`src/rtl/uart_rx.sv`:
```
// uart_rx: oversampling UART receiver, LSB first, one stop bit, two-flop rx synchronizer.
// Define UART_RX_FRAME_ERR_EN to check the stop bit and pulse frame_err on a low stop bit.
module uart_rx #(
   parameter int CLOCKS_PER_BIT = 4,
   parameter int DATA_BITS = 8
) (
   input  logic                 clk,
   input  logic                 rst_n,
   input  logic                 rx,
   output logic [DATA_BITS-1:0] data,
   output logic                 valid,
   output logic                 frame_err,
   output logic                 busy
);
   localparam int CW = $clog2(CLOCKS_PER_BIT);
   localparam int BW = $clog2(DATA_BITS + 1);
   localparam logic [CW-1:0] MID = CW'(CLOCKS_PER_BIT / 2 - 1);
   localparam logic [CW-1:0] LAST = CW'(CLOCKS_PER_BIT - 1);
   localparam logic [BW-1:0] LAST_BIT = BW'(DATA_BITS - 1);
   typedef enum logic [2:0] {IDLE, START, DATA, STOP, WAIT_HIGH} state_t;
   state_t state;
   logic rx_m;
   logic rx_s;
   logic [CW-1:0] baud;
   logic [BW-1:0] bit_cnt;
   logic [DATA_BITS-1:0] shift;
   assign busy = state != IDLE;
`ifndef UART_RX_FRAME_ERR_EN
   assign frame_err = 1'b0;
`endif
   always_ff @(posedge clk or negedge rst_n) begin
      if (!rst_n) begin
         rx_m <= 1'b1;
         rx_s <= 1'b1;
         state <= IDLE;
         baud <= '0;
         bit_cnt <= '0;
         shift <= '0;
         data <= '0;
         valid <= 1'b0;
`ifdef UART_RX_FRAME_ERR_EN
         frame_err <= 1'b0;
`endif
      end else begin
         rx_m <= rx;
         rx_s <= rx_m;
         valid <= 1'b0;
`ifdef UART_RX_FRAME_ERR_EN
         frame_err <= 1'b0;
`endif
         baud <= baud + 1'b1;
         case (state)
            IDLE: begin
               baud <= '0;
               if (!rx_s) state <= START;
            end
            START: if (baud == MID) begin
               baud <= '0;
               bit_cnt <= '0;
               state <= rx_s ? IDLE : DATA;
            end
            DATA: if (baud == LAST) begin
               baud <= '0;
               shift <= {rx_s, shift[DATA_BITS-1:1]};
               bit_cnt <= bit_cnt + 1'b1;
               if (bit_cnt == LAST_BIT) state <= STOP;
            end
            STOP: if (baud == LAST) begin
               baud <= '0;
`ifdef UART_RX_FRAME_ERR_EN
               if (rx_s) begin
                  data <= shift;
                  valid <= 1'b1;
                  state <= IDLE;
               end else begin
                  frame_err <= 1'b1;
                  state <= WAIT_HIGH;
               end
`else
               data <= shift;
               valid <= 1'b1;
               state <= rx_s ? IDLE : WAIT_HIGH;
`endif
            end
            WAIT_HIGH: begin
               baud <= '0;
               if (rx_s) state <= IDLE;
            end
            default: state <= IDLE;
         endcase
      end
   end
endmodule

```
`config.mk`:
```
export PLATFORM = sky130hd
export DESIGN_NAME = uart_rx
export DESIGN_NICKNAME = d
export VERILOG_FILES = /design/src/rtl/uart_rx.sv
export SDC_FILE = /design/constraint.sdc
export NUM_CORES = 1
export LEC_CHECK = 0
export CELL_PAD_IN_SITES_DETAIL_PLACEMENT = 1
export CELL_PAD_IN_SITES_GLOBAL_PLACEMENT = 1
export CORE_MARGIN = 4
export CORE_UTILIZATION = 40
export DETAILED_ROUTE_END_ITERATION = 12
export GPL_ROUTABILITY_DRIVEN = 0
export HOLD_SLACK_MARGIN = 0.15
export PLACE_DENSITY = 0.72
export SETUP_SLACK_MARGIN = 0.5
export SLEW_MARGIN = 15
export SYNTH_ARGS = -nofsm -noshare
export SYNTH_HDL_FRONTEND = slang
export SYNTH_SLANG_ARGS = --single-unit
```
`constraint.sdc`:
```
create_clock -name clk -period 4.4 [get_ports clk]
set_clock_uncertainty 0.2 [all_clocks]
set_input_delay 0.66 -clock clk [delete_from_list [all_inputs] [get_ports clk]]
set_output_delay 0.66 -clock clk [all_outputs]
set_load 0.02 [all_outputs]
```
==> results of run 1 <==
-- synthesized netlist by cell type (all sizes together) (2+ instances only) --
cell	number	area [µm²]
dfrtp	26	651
nor2b	2	12.5
a21oi	3	15.0
o21ai	2	10.0
ha	5	62.6
nand3b	2	18.8
nand2	5	18.8
nor2	3	11.3
mux2	19	214
buf	5	41.3
dfstp	2	52.6
inv	4	15.0
-- cells in the final DEF, fill, tap and decap left out, types with 3 or more instances in the layout --
cell,count
clkbuf_4,3
clkdlybuf4s50_1,12
nor2_1,3
dfrtp_1,26
mux2_2,19
ha_1,5
inv_1,4
nand2_1,5
a21oi_1,3
-- how the worst max path moves through the flow --
stage                    startpoint                    to  slack, ns  depth (start not counted)
2_1_floorplan     baud[0]$_DFF_PN0_  shift[0]$_DFFE_PN0P_       2.69                          4
3_3_place_gp   state[1]$_DFFE_PN0P_                  busy       2.18                          3
3_5_place_dp   state[1]$_DFFE_PN0P_                  busy       2.12                          3
4_1_cts        state[1]$_DFFE_PN0P_                  busy       1.73                          3
5_1_grt        state[1]$_DFFE_PN0P_                  busy       1.65                          3
6_report       state[1]$_DFFE_PN0P_                  busy       1.75                          3
-- kinds of logic (layout without fill, tap and decap cells) --
kind of cell	after synthesis	in the layout	synth area share, %
compound gates	12	12	6.83
fa+ha+maj	5	5	4.95
buf+inv	9	21	4.45
flops	28	28	55.6
mux	19	19	16.9
other cells	1	1	0.296
simple gates	20	20	11.0
-- flip-flops by register name (all words and copies together) (netlist names) --
name and flops:
rx_s 1, valid 1, state 3, rx_m 1, baud 2, bit_cnt 4
data 8, shift 8
-- area by class of cell --
cell class | count | area share, %
Inverter | 4 | 1.03
Clock buffer | 3 | 1.54
Tap cell | 44 | 3.77
Sequential cell | 28 | 48.2
Timing Repair Buffer | 13 | 8.75
Clock inverter | 1 | 2.06
Multi-Input combinational cell | 57 | 34.6
-- power by group through the flow --
stage                     Clock, µW  Combinational (µW)  Sequential (µW)
after CTS                       176                 195              361
after global placement            0                 191              361
after floorplan                   0                 165              343
final                           167                 192              360
after detailed placement          0                 193              366
after global routing            189                 211              370
-- through the flow --
stage                     worst slack (ns)  area [µm²]  instances  hold slack [ns]
after floorplan                       2.69        1260         94            0.145
after global placement                2.18        1410        146            0.148
after detailed placement              2.12        1410        146            0.149
after CTS                             1.73        1460        150            0.170
after global routing                  1.65        1460        150            0.172
final                                 1.75        1460        150            0.168
-- metal layers --
metal  global-route usage [%]  vias up  share of wire (%)
met5                        0        -                  0
met1                     15.6      382                 48
met2                     19.5       10                 49
li1                         -      351                  -
met4                     2.37        0               0.63
met3                     2.81        2                2.8
==> reports/results.ini, run 1 <==
[status]
status = finished clean

[layout]
regArea_um2 = 703
nFillCells = 323
synthToLayoutAreaGrowth_pct = 15.3
diodes = 0
nets = 115
final_layout_size_suffix_gt1_share_pct = 27.4
final_core_util_pct = 48.2
multiInputGateArea_um2 = 505

[route]
vias = 745
drc = 0
wirelength_um = 2210
vias_per_cell = 4.97
drtIter0Drc = 54
antenna_left = 0
dr.pass1.iters = 3
wl_per_cell_um = 14.7

[synth]
ys_warn_count = 0
synth_cell_types = 30
async_flop_share_pct = 100
synth_area_per_cell_um2 = 13.5
synthesis.nets = 102
syn_inst = 94
ys_ff_latch = 28
syn_area_um2 = 1260
synthFlopType = dfrtp_1
synth_edf_count = 0
ys_seq_area_share_pct = 55.6

[clock_network]
cts-root-buf = clkbuf_4
cts_resized = 0
numCtsBuffers = 3
hold_buffers = 0
cts_tree = done
cts.htree.levels = 1
clock_sinks = 28
cts_setup_buffers = 0
clock_latency_ns = 0.32
path_clk_slew_ns = 0.15
clock_path_buffers = 2

[min_path]
hp-start = rx_m$_DFF_PN1_
min_to = rx_s$_DFF_PN1_
hold_depth = 0
hp-class = reg -> reg

[setup_path]
slowest_delay_ns = 0.65
r2r_start = baud[0]$_DFF_PN0_
slowest_stage = dfrtp_1
required_ns = 3.54
cp_cell_sequence = inv_1, nand2_1, clkdlybuf4s50_1
r2r-end = shift[3]$_DFFE_PN0P_
r2r_cells = 3
r2r_slack_ns = 2.33
worst-path-buf-inv = 2
crit_path_end_kind = primary output
cp.arrival_ns = 1.79
path_delay_family = buffers and inverters
crit_fanout = 13
cp-start-kind = flip-flop
criticalPathCategory = reg -> out

[place]
hpwl_um = 1470
portBuffers = 12

[timing]
slew_headroom_pct = 66.6
setup_tns_ns = 0
finalSetupViolations = 0
worstMarginPinSlew_ns = 0.501
slew_violations = 0
fmax_mhz = 377
fin_crit_ns = 2.65
hold_viol_final = 0
post-route-period-util_pct = 60.2
rsz0062_at_grt = false

[pwr]
switching_share_pct = 31.7
vdd_drop_max_v = 0.000235
p_leak_uw = 0.000726
power_uw = 719
p_seq_share_pct = 50.1
p_int_uw = 491
pwr-share-clk_pct = 23.3
p_sw_uw = 228
power_density_nw_per_um2 = 493
combinationalPowerShare_pct = 26.6

[floorplanning]
die_area_um2 = 4130
start_util_pct = 41.8
io_pins = 14
rows = 20
die_w_um = 64.2
die_y_um = 64.2
coreArea_um2 = 3030

[flow_run]
cap_violations = 0

[global_routing]
grt_pass1_vias = 783
grt.overflow.total = 0
grt_util_all_layers_pct = 11.7
antenna_found_initial = 0
grt_start_max_net_pins = 29
grt_pass1_wl_um = 3810

Power figures use the tool's default switching activity.
==> run 2: changes to the inputs <==
==> constraint.sdc (replaced) <==
create_clock -name clk -period 2.8 [get_ports clk]
set_clock_uncertainty 0.2 [all_clocks]
set_input_delay 0.42 -clock clk [delete_from_list [all_inputs] [get_ports clk]]
set_output_delay 0.42 -clock clk [all_outputs]
set_load 0.02 [all_outputs]
==> run 2 against run 1 <==
Net effect:
- non-clock buffer count is 1 higher
- flip-flop and latch count stayed put
- die area stayed put
- critical endpoint unchanged
- critical path depth stayed put
- worst setup slack worse by 1.2 ns
- sequential power is 52% higher
- via count is 1.9% lower
- total power is 60% higher
==> reports/results.ini, run 2 (same netlist as run 1, synthesis figures left out) <==
[setup_path]
cp-start-kind = flip-flop
slowest_delay_ns = 0.53
cp.arrival_ns = 1.60
r2r_cells = 3
criticalPathCategory = reg -> out
path_delay_family = buffers and inverters
crit_path_end_kind = primary output
worst-path-stages = 3
slowest_stage = clkdlybuf4s50_1
required_ns = 2.18
cp_cell_sequence = nor2_1, nand2_1, clkdlybuf4s50_1
crit_fanout = 10
worst-path-buf-inv = 1

[place]
placed_area_um2 = 1410
portBuffers = 12
hpwl_um = 1530
placed_cells = 146

[timing]
hold_viol_final = 0
slew_violations = 0
post-route-period-util_pct = 79.4
fmax_mhz = 450
setup_tns_ns = 0
fin_crit_ns = 2.22
rsz0062_at_grt = false
finalSetupViolations = 0

[global_routing]
antenna_found_initial = 0
grt_pass1_vias = 773
grt_util_all_layers_pct = 11.4
grt.overflow.total = 0
grt_start_max_net_pins = 29
grt_pass1_wl_um = 3670

[floorplanning]
io_pins = 14
die_w_um = 64.2
coreArea_um2 = 3030
die_y_um = 64.2
start_util_pct = 41.8
die_area_um2 = 4130
rows = 20

[clock_network]
clock_latency_ns = 0.33
cts.htree.levels = 1
cts-root-buf = clkbuf_4
hold_buffers = 0
cts_tree = done
path_clk_slew_ns = 0.16
numCtsBuffers = 3
clock_sinks = 28
clock_path_buffers = 2

[route]
antenna_left = 0
vias = 731
drtIter0Drc = 40
dr.pass1.iters = 3
wl_per_cell_um = 14.3
drc = 0
wirelength_um = 2150
vias_per_cell = 4.84

[layout]
stdcell_count = 151
nets = 116
final_layout_size_suffix_gt1_share_pct = 30.8
layout_commonest_cell = dfrtp_1
reg.largest.list = data: 8 flops, shift: 8 flops, bit_cnt: 4 flops
finish.instance_area_um2 = 1470
synthToLayoutAreaGrowth_pct = 16.2
diodes = 0
final_cell_mix = dfrtp_1, mux2_2, clkdlybuf4s50_1
nFillCells = 318

[pwr]
p_leak_uw = 0.000727
vdd_drop_max_v = 0.000354
power_density_nw_per_um2 = 782

[flow_run]
cap_violations = 0

[status]
status = finished clean

[min_path]
hp-class = reg -> reg
hold_depth = 0

==> run 2: cell count changes in the layout (fill, tap and decap cells not counted) <==
cell | before | now
dfrtp_2 | 0 | 3
buf_4 | 1 | 2
dfrtp_1 | 26 | 23
==> run 2: final cells by class <==
type                       instances  area (µm²)  share of cell area [%]
clock buffer                       3        22.5                    1.53
clock inverter                     1        30.0                    2.04
inverter                           4        15.0                    1.02
multi-input combinational         57         505                    34.4
sequential                        28         707                    48.1
tap                               44        55.1                    3.74
timing repair buffer              14         135                    9.19
==> run 2: power by group <==
group / internal [µW] / switching [µW] / total, µW / leakage [µW]
logic: 165 / 174 / 339 / 0.000329
clock network: 145 / 119 / 264 / 0.0000279
registers: 474 / 72.0 / 546 / 0.000370
==> run 2: repair_timing <==
item | 4_1_cts | 5_1_grt
gates resized for setup | 2 | 1
cloned | 0 | 0
buffers inserted | 1 | 0
endpoints found under the setup margin | 1 | 1
==> run 2: per-layer routing <==
metal	part of all wire, %	vias up	GRT usage, %	wire (µm)
met5	0	-	0	0
met4	0.93	0	3.17	20
met3	1.9	2	1.76	40
met2	49	8	19.5	1050
met1	48	371	14.8	1040
li1	-	350	-	-
==> run 2: path summary, 6_finish.rpt <==
kind,startpoint,end,slack [ns]
setup reg to reg,baud[0]$_DFF_PN0_,shift[5]$_DFFE_PN0P_,0.78
hold reg to reg,rx_m$_DFF_PN1_,rx_s$_DFF_PN1_,0.17
min in group asynchronous,rst_n,shift[3]$_DFFE_PN0P_,0.25
hold / removal,rx_m$_DFF_PN1_,rx_s$_DFF_PN1_,0.17
setup / recovery,state[2]$_DFFE_PN0P_,busy,0.58
max in group asynchronous,rst_n,rx_s$_DFF_PN1_,1.83
==> run 2: through the flow <==
| step | hold WS [ns] | total power (µW) | utilization, % | setup WS [ns] |
|---|---|---|---|---|
| after detailed placement | 0.149 | 885 | 46.4 | 0.712 |
| after floorplan | -0.0756 | 798 | - | 1.09 |
| after CTS | 0.169 | 1170 | 48.5 | 0.501 |
| final | 0.167 | 1150 | 48.6 | 0.577 |
| after global placement | 0.146 | 865 | 46.4 | 0.732 |
| after global routing | 0.175 | 1230 | 48.6 | 0.501 |
==> run 3: changes to the inputs <==
--- a/config.mk
+++ b/config.mk
@@ -12,7 +12,7 @@
 export DETAILED_ROUTE_END_ITERATION = 12
 export GPL_ROUTABILITY_DRIVEN = 0
 export HOLD_SLACK_MARGIN = 0.15
-export PLACE_DENSITY = 0.72
+export PLACE_DENSITY = 0.75
 export SETUP_SLACK_MARGIN = 0.5
 export SLEW_MARGIN = 15
 export SYNTH_ARGS = -nofsm -noshare
==> constraint.sdc (replaced) <==
create_clock -name clk -period 1.8 [get_ports clk]
set_clock_uncertainty 0.2 [all_clocks]
set_input_delay 0.27 -clock clk [delete_from_list [all_inputs] [get_ports clk]]
set_output_delay 0.27 -clock clk [all_outputs]
set_load 0.02 [all_outputs]
==> run 3 against run 2 <==
Net effect:
- sequential power rose by 53%
- first-iteration DRC count up 25%
- design area is 21% higher
- largest cell class unchanged
- highest routed layer unchanged
==> reports/results.ini, run 3 (same netlist as run 1, synthesis figures left out) <==
[status]
status = finished clean

[setup_path]
r2r_start = baud[1]$_DFF_PN0_
crit_path_end_kind = flip-flop
r2r_slack_ns = 0.14
cp-startpoint = baud[1]$_DFF_PN0_
cp.arrival_ns = 1.71
crit_path_end = bit_cnt[0]$_DFFE_PN0P_
cp-start-kind = flip-flop
r2r-end = bit_cnt[0]$_DFFE_PN0P_
required_ns = 1.84
criticalPathCategory = reg -> reg
crit_fanout = 4
r2r_cells = 6

[layout]
nFillCells = 293
layout_commonest_cell = dfrtp_1
nets = 136
reg.largest.list = data: 8 flops, shift: 8 flops, bit_cnt: 4 flops
multiInputGateArea_um2 = 634
final_cell_mix = dfrtp_1, buf_6, buf_4
synthToLayoutAreaGrowth_pct = 41.1
diodes = 0
final_core_util_pct = 59.0
regArea_um2 = 703
final_layout_size_suffix_gt1_share_pct = 59.1

[route]
vias_per_cell = 5.05
antenna_left = 0
vias = 863
drc = 0
wirelength_um = 2810
dr.pass1.iters = 4
drtIter0Drc = 50
wl_per_cell_um = 16.4

[clock_network]
cts-root-buf = clkbuf_4
clock_path_buffers = 2
clock_latency_ns = 0.34
cts_tree = done
hold_buffers = 1
cts.htree.levels = 1
clock_sinks = 28
numCtsBuffers = 3
path_clk_slew_ns = 0.15

[timing]
hold_viol_final = 0
rsz0062_at_grt = true
finalSetupViolations = 0
fin_crit_ns = 1.66
setup_tns_ns = 0
fmax_mhz = 601
post-route-period-util_pct = 92.4
slew_violations = 0

[pwr]
p_leak_uw = 0.000877
combinationalPowerShare_pct = 44.0
p_sw_uw = 747
vdd_drop_max_v = 0.000706
switching_share_pct = 33.4
p_seq_share_pct = 37.4
power_density_nw_per_um2 = 1250
p_int_uw = 1490
pwr-share-clk_pct = 18.6

[global_routing]
grt_pass1_vias = 924
grt_pass1_wl_um = 4670
grt_start_max_net_pins = 29
grt.overflow.total = 0
antenna_found_initial = 0
grt_util_all_layers_pct = 15.1

[floorplanning]
die_w_um = 64.2
coreArea_um2 = 3030
die_area_um2 = 4130
rows = 20
start_util_pct = 41.8
die_y_um = 64.2
io_pins = 14

[flow_run]
cap_violations = 0

[min_path]
hp-class = in -> async

[place]
portBuffers = 12
hpwl_um = 1800

-- run 3: cell types whose count changed in the layout (fill, tap and decap cells not counted), moves of 10 or more --
cell             change
mux2_2              -10
clkdlybuf4s50_1     -10
buf_4               +13
mux2_4              +10
buf_6               +16
-- run 3: layout make-up --
type	count	share of cell area (%)
well taps	44	3.08
clock inverters	1	1.68
flip-flops and latches	28	39.4
clock buffers	3	1.26
multi-input cells	57	35.5
repair buffers	34	18.1
inverters	4	0.981
-- run 3: what timing repair did --
action                                 CTS  global route
endpoints found under the hold margin   27            26
gates resized for setup                 78            12
buffers inserted                         8             5
setup endpoints to repair               36            36
pin swaps                                8             6
-- run 3: power by group through the flow --
stage | logic [µW] | clock network (µW) | registers, µW
finish | 984 | 417 | 836
global route | 1060 | 456 | 850
CTS | 850 | 432 | 833
detailed placement | 651 | 0 | 839
global placement | 625 | 0 | 827
floorplan | 427 | 0 | 850
-- run 3: metrics by stage --
stage	cells	power (µW)	cell area [µm²]	hold slack, ns	worst slack [ns]
floorplan	94	1280	1310	-0.226	0.200
global placement	153	1450	1500	0.147	0.0373
detailed placement	153	1490	1500	0.149	-0.0307
CTS	166	2110	1710	0.0895	0.145
global route	171	2370	1790	0.106	0.0775
finish	171	2240	1790	0.0890	0.137
-- run 3: worst min-delay path by stage --
| stage | cells past startpoint | to | slack [ns] | startpoint |
|---|---|---|---|---|
| floorplan | 0 | baud[0]$_DFF_PN0_ | -0.23 | rst_n |
| global placement | 0 | rx_s$_DFF_PN1_ | 0.15 | rx_m$_DFF_PN1_ |
| detailed placement | 0 | rx_s$_DFF_PN1_ | 0.15 | rx_m$_DFF_PN1_ |
| CTS | 2 | data[3]$_DFFE_PN0P_ | 0.09 | rst_n |
| global route | 2 | data[3]$_DFFE_PN0P_ | 0.11 | rst_n |
| finish | 2 | data[3]$_DFFE_PN0P_ | 0.09 | rst_n |
-- run 3: worst max-delay path, cell delays in order (launching register included) --
cell	delay [ns]
dfrtp_1	0.45
buf_6	0.14
inv_4	0.05
ha_4	0.12
nand3b_1	0.11
a21o_1	0.23
mux2_4	0.27
-- run 3: per-layer routing --
| metal | global-route usage (%) | routed length (µm) | vias up |
|---|---|---|---|
| met5 | 0 | 0 | - |
| met4 | 5.54 | 51 | 0 |
| met3 | 4.04 | 99 | 5 |
| met2 | 26.1 | 1500 | 18 |
| met1 | 17.9 | 1160 | 446 |
| li1 | - | - | 394 |
